File: src/rtl/cache_pkg.sv
// Shared types and helpers for the direct-mapped write-through cache controller.
package cache_pkg;

  localparam int ADDR_W_DEF  = 10;
  localparam int DATA_W_DEF  = 32;
  localparam int INDEX_W_DEF = 5;
  localparam int STAT_W      = 16;

  typedef enum logic [2:0] {
    IDLE,
    LOOKUP,
    HIT_RD,
    MEM_REQ,
    MEM_WAIT,
    FILL,
    RESP
  } state_e;

  // Widths are passed at run time so callers with overridden parameters stay correct.
  function automatic logic [31:0] get_index(input logic [31:0] addr, input int index_w);
    return addr & ((32'd1 << index_w) - 32'd1);
  endfunction

  function automatic logic [31:0] get_tag(input logic [31:0] addr, input int index_w);
    return addr >> index_w;
  endfunction

endpackage

File: src/rtl/cache_tag_array.sv
// Tag/valid store: one entry per line, combinational read, synchronous write,
// valid bits cleared synchronously by gen_reset.
module cache_tag_array
  import cache_pkg::*;
#(
  parameter int INDEX_W = INDEX_W_DEF,
  parameter int TAG_W   = ADDR_W_DEF - INDEX_W_DEF
) (
  input  logic               clk,
  input  logic               gen_reset,
  input  logic [INDEX_W-1:0] rd_index,
  output logic [TAG_W-1:0]   rd_tag,
  output logic               rd_valid,
  input  logic               wr_en,
  input  logic [INDEX_W-1:0] wr_index,
  input  logic [TAG_W-1:0]   wr_tag
);

  localparam int DEPTH = 1 << INDEX_W;

  logic [TAG_W-1:0] tag_q   [DEPTH];
  logic [TAG_W-1:0] tag_d   [DEPTH];
  logic [DEPTH-1:0] valid_q;
  logic [DEPTH-1:0] valid_d;

  always_comb begin
    tag_d   = tag_q;
    valid_d = valid_q;
    if (wr_en) begin
      tag_d[wr_index]   = wr_tag;
      valid_d[wr_index] = 1'b1;
    end
  end

  always_ff @(posedge clk) begin
    if (gen_reset) valid_q <= '0;
    else           valid_q <= valid_d;
  end

  // Tags are only meaningful behind a set valid bit, so they need no reset.
  always_ff @(posedge clk) begin
    tag_q <= tag_d;
  end

  assign rd_tag   = tag_q[rd_index];
  assign rd_valid = valid_q[rd_index];

endmodule

File: src/rtl/cache_ctrl.sv
// Direct-mapped, write-through, no-write-allocate cache controller driving a BloqueCache data block.
// Optional hit/miss counters are built when CACHE_CTRL_STATS_EN is defined.
//
// state    | meaning
// IDLE     | ready for a CPU request
// LOOKUP   | tag compare on latched address; read hit issues cache_re, write hit issues cache_we
// HIT_RD   | return cache_rdata to CPU
// MEM_REQ  | present request to memory until accepted
// MEM_WAIT | wait for memory read data or write ack
// FILL     | write fetched word and tag into the cache
// RESP     | one-cycle CPU response for misses and writes
module cache_ctrl
  import cache_pkg::*;
#(
  parameter int ADDR_W  = ADDR_W_DEF,
  parameter int DATA_W  = DATA_W_DEF,
  parameter int INDEX_W = INDEX_W_DEF
) (
  input  logic              clk,
  input  logic              gen_reset,
  input  logic              cpu_req_valid,
  output logic              cpu_req_ready,
  input  logic              cpu_req_we,
  input  logic [ADDR_W-1:0] cpu_req_addr,
  input  logic [DATA_W-1:0] cpu_req_wdata,
  output logic              cpu_resp_valid,
  output logic [DATA_W-1:0] cpu_resp_rdata,
  output logic              cpu_resp_hit,
  output logic              cache_we,
  output logic              cache_re,
  output logic [ADDR_W-1:0] cache_addr,
  output logic [DATA_W-1:0] cache_wdata,
  input  logic [DATA_W-1:0] cache_rdata,
  output logic              mem_req_valid,
  input  logic              mem_req_ready,
  output logic              mem_req_we,
  output logic [ADDR_W-1:0] mem_req_addr,
  output logic [DATA_W-1:0] mem_req_wdata,
  input  logic              mem_resp_valid,
  input  logic [DATA_W-1:0] mem_resp_rdata,
  output logic [STAT_W-1:0] stat_hits,
  output logic [STAT_W-1:0] stat_misses
);

  localparam int TAG_W = ADDR_W - INDEX_W;

  state_e              state_q, state_d;
  logic                we_q, we_d;
  logic [ADDR_W-1:0]   addr_q, addr_d;
  logic [DATA_W-1:0]   wdata_q, wdata_d;
  logic                hit_q, hit_d;
  logic [DATA_W-1:0]   rdata_q, rdata_d;

  logic [INDEX_W-1:0]  index;
  logic [TAG_W-1:0]    tag;
  logic [TAG_W-1:0]    rd_tag;
  logic                rd_valid;
  logic                lookup_hit;
  logic                tag_wr_en;

  assign index      = INDEX_W'(get_index(32'(addr_q), INDEX_W));
  assign tag        = TAG_W'(get_tag(32'(addr_q), INDEX_W));
  assign lookup_hit = rd_valid && (rd_tag == tag);
  assign tag_wr_en  = (state_q == FILL) && !gen_reset;

  cache_tag_array #(
    .INDEX_W (INDEX_W),
    .TAG_W   (TAG_W)
  ) u_tag_array (
    .clk       (clk),
    .gen_reset (gen_reset),
    .rd_index  (index),
    .rd_tag    (rd_tag),
    .rd_valid  (rd_valid),
    .wr_en     (tag_wr_en),
    .wr_index  (index),
    .wr_tag    (tag)
  );

  always_comb begin
    state_d        = state_q;
    we_d           = we_q;
    addr_d         = addr_q;
    wdata_d        = wdata_q;
    hit_d          = hit_q;
    rdata_d        = rdata_q;
    cpu_req_ready  = 1'b0;
    cpu_resp_valid = 1'b0;
    cpu_resp_rdata = '0;
    cpu_resp_hit   = 1'b0;
    cache_we       = 1'b0;
    cache_re       = 1'b0;
    cache_addr     = '0;
    cache_wdata    = '0;
    mem_req_valid  = 1'b0;
    mem_req_we     = 1'b0;
    mem_req_addr   = '0;
    mem_req_wdata  = '0;

    case (state_q)
      IDLE: begin
        cpu_req_ready = 1'b1;
        if (cpu_req_valid) begin
          we_d    = cpu_req_we;
          addr_d  = cpu_req_addr;
          wdata_d = cpu_req_wdata;
          state_d = LOOKUP;
        end
      end
      LOOKUP: begin
        hit_d      = lookup_hit;
        cache_addr = ADDR_W'(index);
        if (!we_q) begin
          cache_re = lookup_hit;
          state_d  = lookup_hit ? HIT_RD : MEM_REQ;
        end else begin
          // No write-allocate: a write miss leaves the data block untouched.
          cache_we    = lookup_hit;
          cache_wdata = lookup_hit ? wdata_q : '0;
          state_d     = MEM_REQ;
        end
        if (!cache_we && !cache_re) cache_addr = '0;
      end
      HIT_RD: begin
        cpu_resp_valid = 1'b1;
        cpu_resp_rdata = cache_rdata;
        cpu_resp_hit   = 1'b1;
        state_d        = IDLE;
      end
      MEM_REQ: begin
        mem_req_valid = 1'b1;
        mem_req_we    = we_q;
        mem_req_addr  = addr_q;
        mem_req_wdata = we_q ? wdata_q : '0;
        if (mem_req_ready) state_d = MEM_WAIT;
      end
      MEM_WAIT: begin
        if (mem_resp_valid) begin
          rdata_d = mem_resp_rdata;
          state_d = we_q ? RESP : FILL;
        end
      end
      FILL: begin
        cache_we    = 1'b1;
        cache_addr  = ADDR_W'(index);
        cache_wdata = rdata_q;
        state_d     = RESP;
      end
      RESP: begin
        cpu_resp_valid = 1'b1;
        cpu_resp_rdata = we_q ? '0 : rdata_q;
        cpu_resp_hit   = hit_q;
        state_d        = IDLE;
      end
      default: state_d = IDLE;
    endcase

    // Outputs are forced quiet for the whole reset window, not just after the edge.
    if (gen_reset) begin
      cpu_req_ready  = 1'b0;
      cpu_resp_valid = 1'b0;
      cpu_resp_rdata = '0;
      cpu_resp_hit   = 1'b0;
      cache_we       = 1'b0;
      cache_re       = 1'b0;
      cache_addr     = '0;
      cache_wdata    = '0;
      mem_req_valid  = 1'b0;
      mem_req_we     = 1'b0;
      mem_req_addr   = '0;
      mem_req_wdata  = '0;
    end
  end

  always_ff @(posedge clk) begin
    if (gen_reset) begin
      state_q <= IDLE;
      we_q    <= 1'b0;
      addr_q  <= '0;
      wdata_q <= '0;
      hit_q   <= 1'b0;
      rdata_q <= '0;
    end else begin
      state_q <= state_d;
      we_q    <= we_d;
      addr_q  <= addr_d;
      wdata_q <= wdata_d;
      hit_q   <= hit_d;
      rdata_q <= rdata_d;
    end
  end

`ifdef CACHE_CTRL_STATS_EN
  logic [STAT_W-1:0] hits_q, hits_d;
  logic [STAT_W-1:0] misses_q, misses_d;

  always_comb begin
    hits_d   = hits_q;
    misses_d = misses_q;
    if (state_q == LOOKUP) begin
      if (lookup_hit) begin
        if (hits_q != '1) hits_d = hits_q + 1'b1;
      end else begin
        if (misses_q != '1) misses_d = misses_q + 1'b1;
      end
    end
  end

  always_ff @(posedge clk) begin
    if (gen_reset) begin
      hits_q   <= '0;
      misses_q <= '0;
    end else begin
      hits_q   <= hits_d;
      misses_q <= misses_d;
    end
  end

  assign stat_hits   = gen_reset ? '0 : hits_q;
  assign stat_misses = gen_reset ? '0 : misses_q;
`else
  assign stat_hits   = '0;
  assign stat_misses = '0;
`endif

endmodule

File: config.mk
export PLATFORM = sky130hd
export DESIGN_NAME = cache_ctrl
export DESIGN_NICKNAME = d
export VERILOG_FILES = /design/src/rtl/cache_pkg.sv /design/src/rtl/cache_tag_array.sv /design/src/rtl/cache_ctrl.sv
export SDC_FILE = /design/constraint.sdc
export NUM_CORES = 1
export LEC_CHECK = 0
export ABC_AREA = 1
export CAP_MARGIN = 20
export CORE_MARGIN = 2
export CORE_UTILIZATION = 30
export DETAILED_ROUTE_END_ITERATION = 8
export HOLD_SLACK_MARGIN = 0.1
export MAX_ROUTING_LAYER = met4
export PLACE_DENSITY = 0.5
export RECOVER_POWER = 50
export SLEW_MARGIN = 20
export SYNTH_ARGS = -nofsm -noshare
export SYNTH_HDL_FRONTEND = slang
export SYNTH_SLANG_ARGS = --single-unit
File: constraint.sdc
create_clock -name clk -period 5.6 [get_ports clk]
set_clock_uncertainty 0.05 [all_clocks]
set_input_delay 1.4 -clock clk [delete_from_list [all_inputs] [get_ports clk]]
set_output_delay 1.4 -clock clk [all_outputs]
set_load 0.005 [all_outputs]
==> impl_metrics.py, run 1 <==
metrics = {
    "die": {
        "fp-row-count": 75,
        "initial_core_util_pct": 30.6,
        "die_h_um": 211,
        "fp.dieArea_sq_mm": 0.0446,
        "ios": 267,
        "core-area_sq_mm": 0.0421,
        "die_w_um": 211,
    },
    "status": {
        "violations": "max-capacitance violations, max-slew violations",
        "status": "finished with violations",
    },
    "yosys": {
        "yosysWarnings": 0,
        "synthFlopType": "edfxtp_1",
        "avgSynthCellArea_sq_um": 8.20,
        "netlist_instances": 1571,
        "synth_cell_types": 32,
        "yosysSeqAreaShare_pct": 54.5,
        "ys_ff_latch": 271,
        "async_reset_ff_share_pct": 0,
        "synth_edf_count": 160,
        "synth_area_sq_mm": 0.0129,
    },
    "worst_setup_path": {
        "arrival_ns": 3.83,
        "cp.required_ns": 4.15,
        "cp-start-kind": "flop",
        "end_kind": "output pin",
        "r2r_cells": 7,
        "criticalPathCategory": "reg -> out",
        "cp_max_fo": 33,
    },
    "layout": {
        "fin_nets": 1884,
        "area.growth.synth_to_final_pct": 29.6,
        "drive_above_1_share_pct": 8.30,
        "layout_common_cells": "nand2_1 (580), nor2_1 (230), clkdlybuf4s50_1 (226)",
        "fill_cells": 4250,
        "final_common_cell": "nand2_1",
    },
    "routing": {
        "wirelength_um": 42100,
        "wl_per_cell_um": 18.0,
        "vias_per_cell": 4.65,
        "drc": 0,
        "vias": 10900,
        "dr.pass1.iters": 8,
        "drt_iter0_markers": 688,
        "drtAntennaViolNets": 0,
    },
    "clock_tree": {
        "cts_root_buf": "clkbuf_16",
        "cts_sinks": 271,
        "cts_buffer_depth": 3,
        "clkLatencyLatePin_ns": 0.56,
        "cts_max_level": 1,
        "cts_tree": "built",
        "cts_inserted_buffers": 31,
        "path_clk_slew_ns": 0.06,
    },
    "power": {
        "ir_drop_mv": 0.250,
        "powerDensity_mw_per_mm2": 387,
        "leakagePower_nw": 6.18,
    },
    "timing": {
        "period_minus_slack_ns": 5.28,
        "totalNegativeSetupSlack_ns": 0,
        "drv_slew": 113,
        "fin_crit_sh_pct": 94.3,
        "timing.fmax_mhz": 189,
        "worst_pin_slew_ns": 1.97,
        "rsz0062_at_grt": "false",
        "relSlewSlack_pct": -31.2,
        "hold_viol": 0,
        "setup_viol": 0,
        "worst_slack_ns": 0.320,
    },
    "place": {
        "hpwl_um": 28500,
        "place_ws_ns": 0.692,
        "place_congestion": 0.887,
        "io_buffers": 229,
    },
    "grt": {
        "overflow": 0,
        "grt_usage_pct": 18.8,
        "antenna_found_initial": 4,
        "grt_pass1_vias": 10400,
        "grt_max_degree": 183,
        "grt_pass1_wl_um": 63100,
    },
    "flow_run": {
        "max-cap-violations": 3,
    },
    "worst_hold_path": {
        "hold_class": "reg -> reg",
        "hold_path_depth": 2,
    },
}
## critical path: stages, from the launching register on
cell	delay (ns)
dfxtp_1	0.45
inv_2	0.14
nor3_2	0.61
nand2_1	0.13
nand2_1	0.16
nor2_1	0.08
nand3_1	0.09
nand4_1	0.11
nor2_1	0.17
nand2_2	0.11
nor2_8	0.10
buf_12	0.24
nor2_1	0.15
nor3_1	0.16
clkdlybuf4s50_1	0.54
## cell usage after synthesis, types with 10 or more instances
library cell,n,area share [%]
nand3_2,31,2.4
nor3_1,15,0.58
dfxtp_1,111,17
a21oi_1,69,2.7
nand2_1,580,17
a211oi_1,44,2.6
edfxtp_1,160,37
a22oi_1,10,0.58
inv_1,92,2.7
a21oi_2,23,1.6
buf_2,20,0.78
clkbuf_1,54,1.6
nand3_1,50,1.9
nor2_1,235,6.8
buf_4,40,2.3
## per-layer routing
layer / wire length (um) / global-route usage (%) / up-vias
met5: 0 / - / -
met4: 712 / 4.49 / 0
met3: 1720 / 1.75 / 47
met2: 20700 / 30.8 / 298
met1: 19000 / 25.1 / 5143
li1: - / - / 5392
## per-stage QoR
stage               area (sq um)  util (%)  instances  power [mW]  hold slack [ns]
finish                     16700      39.6       2339        6.45            0.416
global route               16700      39.6       2339        6.82            0.437
CTS                        16700      39.6       2334        6.50            0.423
detailed placement         15600      37.0       2277        4.31            0.409
global placement           15600      37.0       2277        4.30            0.398
floorplan                  13000         -       1607        3.67            0.390
## state kept, by name, summed over array words and instances, names as in the netlist
signal,cells
state_q,3
we_q,1
u_tag_array.tag_q,160
u_tag_array.valid_q,32
addr_q,10
hit_q,1
wdata_q,32
rdata_q,32
## power breakdown
group          internal, mW  switching (mW)
Clock                  1.35           0.822
Combinational         0.558            1.26
Sequential             2.34           0.128
Total                  4.25            2.20
## area by class of cell
cell class                      count  area, sq um  area share [%]
Sequential cell                   271         7040            42.2
Multi-Input combinational cell   1114         4960            29.7
Timing Repair Buffer              259         2540            15.2
Clock buffer                       43          902            5.41
Tap cell                          539          674            4.04
Inverter                           95          362            2.17
Clock inverter                     14          196            1.18
Antenna cell                        4         10.0          0.0600
## worst paths after layout
check                                             from                              endpoint  slack [ns]
setup / recovery                addr_q[2]$_SDFFE_PP0P_                         cache_addr[2]        0.32
hold / removal    u_tag_array.valid_q[22]$_SDFFE_PP0P_  u_tag_array.valid_q[22]$_SDFFE_PP0P_        0.42
setup reg to reg               state_q[0]$_SDFFE_PP0P_                addr_q[3]$_SDFFE_PP0P_        2.79
hold reg to reg   u_tag_array.valid_q[22]$_SDFFE_PP0P_  u_tag_array.valid_q[22]$_SDFFE_PP0P_        0.42
## cell families after synthesis
kind of cell    synth area share, %
simple gates                   29.4
flops                          54.5
buf+inv                        8.14
compound gates                 7.93
other cells                  0.0291
## repair_timing
| item | 4_1_cts | 5_1_grt |
|---|---|---|
| hold buffers | 0 | 0 |
| setup endpoints to repair | 0 | 37 |
| gates resized for setup | 0 | 8 |
| setup buffers | 0 | 1 |
Note: power is estimated with default switching activity, not from simulation.
==> inputs of run 2 (changes only) <==
--- a/config.mk
+++ b/config.mk
@@ -8,11 +8,11 @@
 export ABC_AREA = 1
 export CAP_MARGIN = 20
 export CORE_MARGIN = 2
-export CORE_UTILIZATION = 30
+export CORE_UTILIZATION = 56
 export DETAILED_ROUTE_END_ITERATION = 8
 export HOLD_SLACK_MARGIN = 0.1
 export MAX_ROUTING_LAYER = met4
-export PLACE_DENSITY = 0.5
+export PLACE_DENSITY = 0.84
 export RECOVER_POWER = 50
 export SLEW_MARGIN = 20
 export SYNTH_ARGS = -nofsm -noshare
==> impl_metrics.py, run 2 (synthesized netlist as in run 1, its figures left out) <==
metrics = {
    "status": {
        "status": "finished with violations",
        "violations": "max-capacitance violations, max-slew violations",
    },
    "layout": {
        "fin_cells": 2073,
        "fin_nets": 1876,
        "fill_cells": 1668,
        "largest_reg_flops": 160,
        "layout_common_cells": "nand2_1 (580), nor2_1 (232), clkdlybuf4s50_1 (226)",
        "final_common_cell": "nand2_1",
        "area.growth.synth_to_final_pct": 26.3,
        "drive_above_1_share_pct": 8.12,
        "top_register": "u_tag_array.tag_q",
        "multi_input_area_sq_mm": 0.00497,
        "seqCellArea_sq_mm": 0.00703,
    },
    "place": {
        "dpl.cell_count": 2019,
        "place_ws_ns": 0.657,
        "io_buffers": 229,
        "place_congestion": 0.980,
        "hpwl_um": 25900,
    },
    "clock_tree": {
        "cts_buffer_depth": 3,
        "cts_inserted_buffers": 28,
        "path_clk_slew_ns": 0.06,
        "cts_root_buf": "clkbuf_16",
        "clkLatencyLatePin_ns": 0.55,
        "cts_max_level": 1,
        "cts_sinks": 271,
        "ctsHoldBuffers": 0,
        "cts_tree": "built",
    },
    "die": {
        "fp.dieArea_sq_mm": 0.0242,
        "fp-row-count": 55,
        "initial_core_util_pct": 56.9,
        "ios": 267,
        "core-area_sq_mm": 0.0226,
        "die_w_um": 156,
        "die_h_um": 156,
    },
    "timing": {
        "totalNegativeSetupSlack_ns": 0,
        "hold_viol": 0,
        "whs_ns": 0.416,
        "timing.fmax_mhz": 188,
        "fin_crit_sh_pct": 95.1,
        "relSlewSlack_pct": -19.8,
        "drv_slew": 156,
        "worst_pin_slew_ns": 1.79,
        "period_minus_slack_ns": 5.32,
        "rsz0062_at_grt": "false",
        "setup_viol": 0,
        "worst_slack_ns": 0.277,
    },
    "worst_setup_path": {
        "cp_common_cell": "nand2_1",
        "cp_max_fo": 47,
        "timing.rr.end": "addr_q[4]$_SDFFE_PP0P_",
        "cp-start-kind": "flop",
        "max_stage_delay_ns": 0.52,
        "r2r_cells": 7,
        "criticalPathCategory": "reg -> out",
        "r2r_slack_ns": 2.50,
        "cp_cell_sequence": "inv_6 > buf_12 > nand2_1 > nand2_1 > nand2_1 > nand2_1 > nand2_1 > nand2_1 > nor2_1 > nand2_1 > nand2_1 > nand2_1 > nor3b_2 > nand2_2 > nor2_8 > buf_8 > nand3_1 > a21oi_1 > clkdlybuf4s50_1",
        "crit_path_top_delay_cell": "clkdlybuf4s50_1",
        "arrival_ns": 3.87,
        "end_kind": "output pin",
        "timing.rr.start": "state_q[0]$_SDFFE_PP0P_",
        "cp.required_ns": 4.15,
    },
    "grt": {
        "grt_pass1_vias": 11200,
        "antenna_found_initial": 2,
        "grt_pass1_wl_um": 59700,
        "overflow": 0,
        "grt_max_degree": 183,
        "grt_usage_pct": 32.3,
    },
    "routing": {
        "wirelength_um": 38500,
        "drt_iter0_markers": 1360,
        "drtAntennaViolNets": 0,
        "dr.pass1.iters": 5,
        "vias_per_cell": 5.51,
        "drc": 0,
        "wl_per_cell_um": 18.6,
        "vias": 11400,
    },
    "worst_hold_path": {
        "hold_path_depth": 2,
        "hold_class": "reg -> reg",
        "hp-start": "u_tag_array.valid_q[30]$_SDFFE_PP0P_",
        "holdPathEnd": "u_tag_array.valid_q[30]$_SDFFE_PP0P_",
    },
    "power": {
        "leakagePower_nw": 6.13,
        "powerDensity_mw_per_mm2": 388,
        "finalPower_mw": 6.32,
        "ir_drop_mv": 0.245,
    },
    "flow_run": {
        "max-cap-violations": 4,
    },
}
run 2: cell count changes in the layout (fill, tap and decap cells not counted), moves of 3 or more:
| cell | delta |
|---|---|
| buf_4 | -5 |
| buf_6 | -3 |
| clkbuf_1 | -3 |
| clkbuf_16 | -3 |
run 2: timing repair:
item / CTS / global route
endpoints found under the setup margin: 0 / 33
setup buffers: 0 / 0
resized for setup: 0 / 9
run 2: worst max-delay path, delay by kind of cell (launching register included):
family	cells	cell delay [ns]
and+or+nand+nor	14	1.50
buffers and inverters	4	1.19
AOI/OAI and AO/OA	1	0.16
DFF	1	0.41
run 2: per-layer routing:
| layer | global-route usage, % | part of all wire, % |
|---|---|---|
| met5 | - | 0 |
| met4 | 12.9 | 4.7 |
| met3 | 5.75 | 8.3 |
| met2 | 52.9 | 48 |
| met1 | 40.0 | 39 |
run 2: per-stage QoR:
step           cell area, sq um  utilization [%]
6_report                  16300             71.8
5_1_grt                   16300             71.8
4_1_cts                   16300             71.8
3_5_place_dp              15200             67.3
3_3_place_gp              15200             67.3
2_1_floorplan             13000                -
run 2: final cells by class:
class,instances,share of cell area (%)
flip-flops and latches,271,43.2
multi-input cells,1114,30.6
repair buffers,254,15.5
clock buffers,36,4.94
inverters,95,2.22
well taps,285,2.19
clock inverters,16,1.35
diodes,2,0.0308
run 2: how the worst max path moves through the flow:
| stage | to | cells past startpoint | start | slack, ns |
|---|---|---|---|---|
| final | cache_wdata[31] | 19 | addr_q[0]$_SDFFE_PP0P_ | 0.28 |
| after global routing | cache_addr[4] | 9 | addr_q[8]$_SDFFE_PP0P_ | 0.01 |
| after CTS | cache_wdata[31] | 14 | addr_q[4]$_SDFFE_PP0P_ | 0.07 |
| after detailed placement | cache_wdata[31] | 14 | addr_q[4]$_SDFFE_PP0P_ | 0.66 |
| after global placement | cache_wdata[19] | 14 | addr_q[4]$_SDFFE_PP0P_ | 0.66 |
| after floorplan | mem_req_wdata[10] | 6 | gen_reset | 1.99 |
run 2: where the power goes:
part | total [mW] | switching [mW] | internal [mW]
sequential | 2.49 | 0.142 | 2.34
combinational | 1.80 | 1.24 | 0.560
clock | 2.03 | 0.786 | 1.25
total | 6.32 | 2.17 | 4.15
==> inputs of run 3 (changes only) <==
--- a/config.mk
+++ b/config.mk
@@ -8,11 +8,12 @@
 export ABC_AREA = 1
 export CAP_MARGIN = 20
 export CORE_MARGIN = 2
-export CORE_UTILIZATION = 56
+export CORE_UTILIZATION = 65
 export DETAILED_ROUTE_END_ITERATION = 8
+export DONT_BUFFER_PORTS = 1
 export HOLD_SLACK_MARGIN = 0.1
 export MAX_ROUTING_LAYER = met4
-export PLACE_DENSITY = 0.84
+export PLACE_DENSITY = 0.81
 export RECOVER_POWER = 50
 export SLEW_MARGIN = 20
 export SYNTH_ARGS = -nofsm -noshare
==> impl_metrics.py, run 3 (synthesized netlist as in run 1, its figures left out) <==
metrics = {
    "status": {
        "status": "finished with violations",
        "violations": "max-capacitance violations, max-slew violations",
    },
    "place": {
        "hpwl_um": 22500,
        "place_ws_ns": 1.22,
        "place_congestion": 0.978,
        "place_area_sq_mm": 0.0129,
        "io_buffers": 0,
    },
    "worst_setup_path": {
        "crit_family": "buffers and inverters",
        "max_stage_delay_ns": 1.11,
        "r2r_cells": 7,
        "cp_max_fo": 34,
        "end_kind": "output pin",
        "criticalPathCategory": "reg -> out",
        "cp.required_ns": 4.15,
        "arrival_ns": 3.82,
        "crit_path_top_delay_cell": "clkbuf_1",
        "timing.rr.end": "addr_q[1]$_SDFFE_PP0P_",
        "cp_common_cell": "nor2_1",
        "r2r_slack_ns": 1.73,
        "critPathBufInv": 3,
        "cp-start-kind": "flop",
        "cp_cell_sequence": "clkbuf_1 > inv_1 > nand2_1 > nand4_1 > nor2_1 > nand2_2 > nor2_8 > nor2_1 > nor3_1 > buf_4",
        "cp.depth": 10,
        "timing.rr.start": "state_q[0]$_SDFFE_PP0P_",
    },
    "grt": {
        "grt_max_degree": 185,
        "grt.busiest_layer": "met2",
        "use_met3_pct": 6.78,
        "grt_usage_pct": 32.4,
        "overflow": 0,
        "grt_pass1_vias": 9686,
        "antenna_found_initial": 0,
        "met1_usage_pct": 44.1,
        "grtUsageMet2_pct": 50.1,
        "grt_pass1_wl_um": 51300,
    },
    "clock_tree": {
        "cts_root_buf": "clkbuf_16",
        "cts_buffer_depth": 3,
        "path_clk_slew_ns": 0.06,
        "cts_tree": "built",
        "cts_sinks": 271,
        "cts_setup_buffers": 0,
        "cts_max_level": 1,
        "cts_inserted_buffers": 27,
        "cts_resized": 0,
        "ctsHoldBuffers": 0,
        "clkLatencyLatePin_ns": 0.55,
    },
    "worst_hold_path": {
        "hold_path_depth": 2,
        "hold_class": "reg -> reg",
        "holdPathEnd": "u_tag_array.valid_q[26]$_SDFFE_PP0P_",
        "hp-start": "u_tag_array.valid_q[26]$_SDFFE_PP0P_",
    },
    "timing": {
        "timing.fmax_mhz": 190,
        "setup_viol": 0,
        "rsz0062_at_grt": "false",
        "totalNegativeSetupSlack_ns": 0,
        "period_minus_slack_ns": 5.27,
        "hold_viol": 0,
        "worst_slack_ns": 0.332,
        "fin_crit_sh_pct": 94.1,
        "worst_pin_slew_ns": 1.79,
        "whs_ns": 0.424,
        "drv_slew": 114,
        "relSlewSlack_pct": -19.2,
    },
    "layout": {
        "fin_area_sq_mm": 0.0137,
        "final_common_cell": "nand2_1",
        "top_register": "u_tag_array.tag_q",
        "drive_above_1_share_pct": 8.69,
        "fin_nets": 1645,
        "final_util_pct": 70.6,
        "antenna_cells": 0,
        "area.growth.synth_to_final_pct": 6.72,
        "layout_common_cells": "nand2_1 (580), nor2_1 (232), edfxtp_1 (160)",
        "fill_cells": 1479,
        "largest_reg_flops": 160,
    },
    "die": {
        "initial_core_util_pct": 66.2,
        "die_h_um": 145,
        "die_w_um": 145,
        "core-area_sq_mm": 0.0195,
        "ios": 267,
        "fp-row-count": 51,
        "fp.dieArea_sq_mm": 0.0210,
    },
    "routing": {
        "vias_per_cell": 5.85,
        "wl_per_cell_um": 18.8,
        "drt_iter0_markers": 1367,
        "vias": 10600,
        "drtAntennaViolNets": 0,
        "dr.pass1.iters": 6,
        "wirelength_um": 34200,
        "drc": 0,
    },
    "power": {
        "pwr-share-comb_pct": 27.2,
        "netSwitchingFraction_pct": 35.4,
        "ir_drop_mv": 0.362,
        "intPower_mw": 3.81,
        "seqPwrFrac_pct": 42.2,
        "p_clk_share_pct": 30.6,
        "leakagePower_nw": 5.20,
        "powerDensity_mw_per_mm2": 429,
        "p_sw_mw": 2.09,
    },
    "flow_run": {
        "max-cap-violations": 3,
    },
}
run 3: worst max path at each step:
stage / from / to / slack [ns]
floorplan: gen_reset / mem_req_wdata[10] / 1.99
global placement: addr_q[1]$_SDFFE_PP0P_ / cache_addr[1] / 1.21
detailed placement: addr_q[1]$_SDFFE_PP0P_ / cache_addr[1] / 1.22
finish: addr_q[6]$_SDFFE_PP0P_ / cache_addr[1] / 0.33
global route: addr_q[6]$_SDFFE_PP0P_ / cache_addr[1] / 0.20
CTS: addr_q[1]$_SDFFE_PP0P_ / cache_addr[1] / 0.61
run 3: power groups by stage:
stage               Clock, mW  Sequential [mW]  Combinational (mW)
floorplan                   0             2.50                1.17
global placement            0             2.51                1.53
detailed placement          0             2.51                1.56
CTS                      1.82             2.47                1.57
global route             1.89             2.50                1.79
finish                   1.80             2.49                1.61
run 3: worst register-to-register path, stage by stage (launching register included):
cell	delay, ns
dfxtp_1	0.38
nor2_1	0.09
inv_1	0.11
nor2_1	0.06
nand2_1	1.03
clkbuf_1	1.38
nor2_1	0.32
a211oi_1	0.34
run 3: layout make-up:
| type | count | area (sq um) | area share, % |
|---|---|---|---|
| Clock buffer | 31 | 711 | 5.17 |
| Clock inverter | 19 | 180 | 1.31 |
| Inverter | 95 | 359 | 2.61 |
| Multi-Input combinational cell | 1114 | 4960 | 36.1 |
| Sequential cell | 271 | 7030 | 51.1 |
| Tap cell | 265 | 332 | 2.41 |
| Timing Repair Buffer | 24 | 178 | 1.29 |
run 3: per-stage QoR:
stage	total power [mW]	cells
floorplan	3.67	1607
global placement	4.04	1769
detailed placement	4.07	1769
CTS	5.86	1819
global route	6.18	1819
finish	5.90	1819
run 3: routing by layer:
metal	wire [um]	share of wire [%]	vias up
met1	13000	38	4877
met3	4060	12	99
li1	-	-	4922
met4	876	2.6	0
met2	16200	47	750
met5	0	0	-
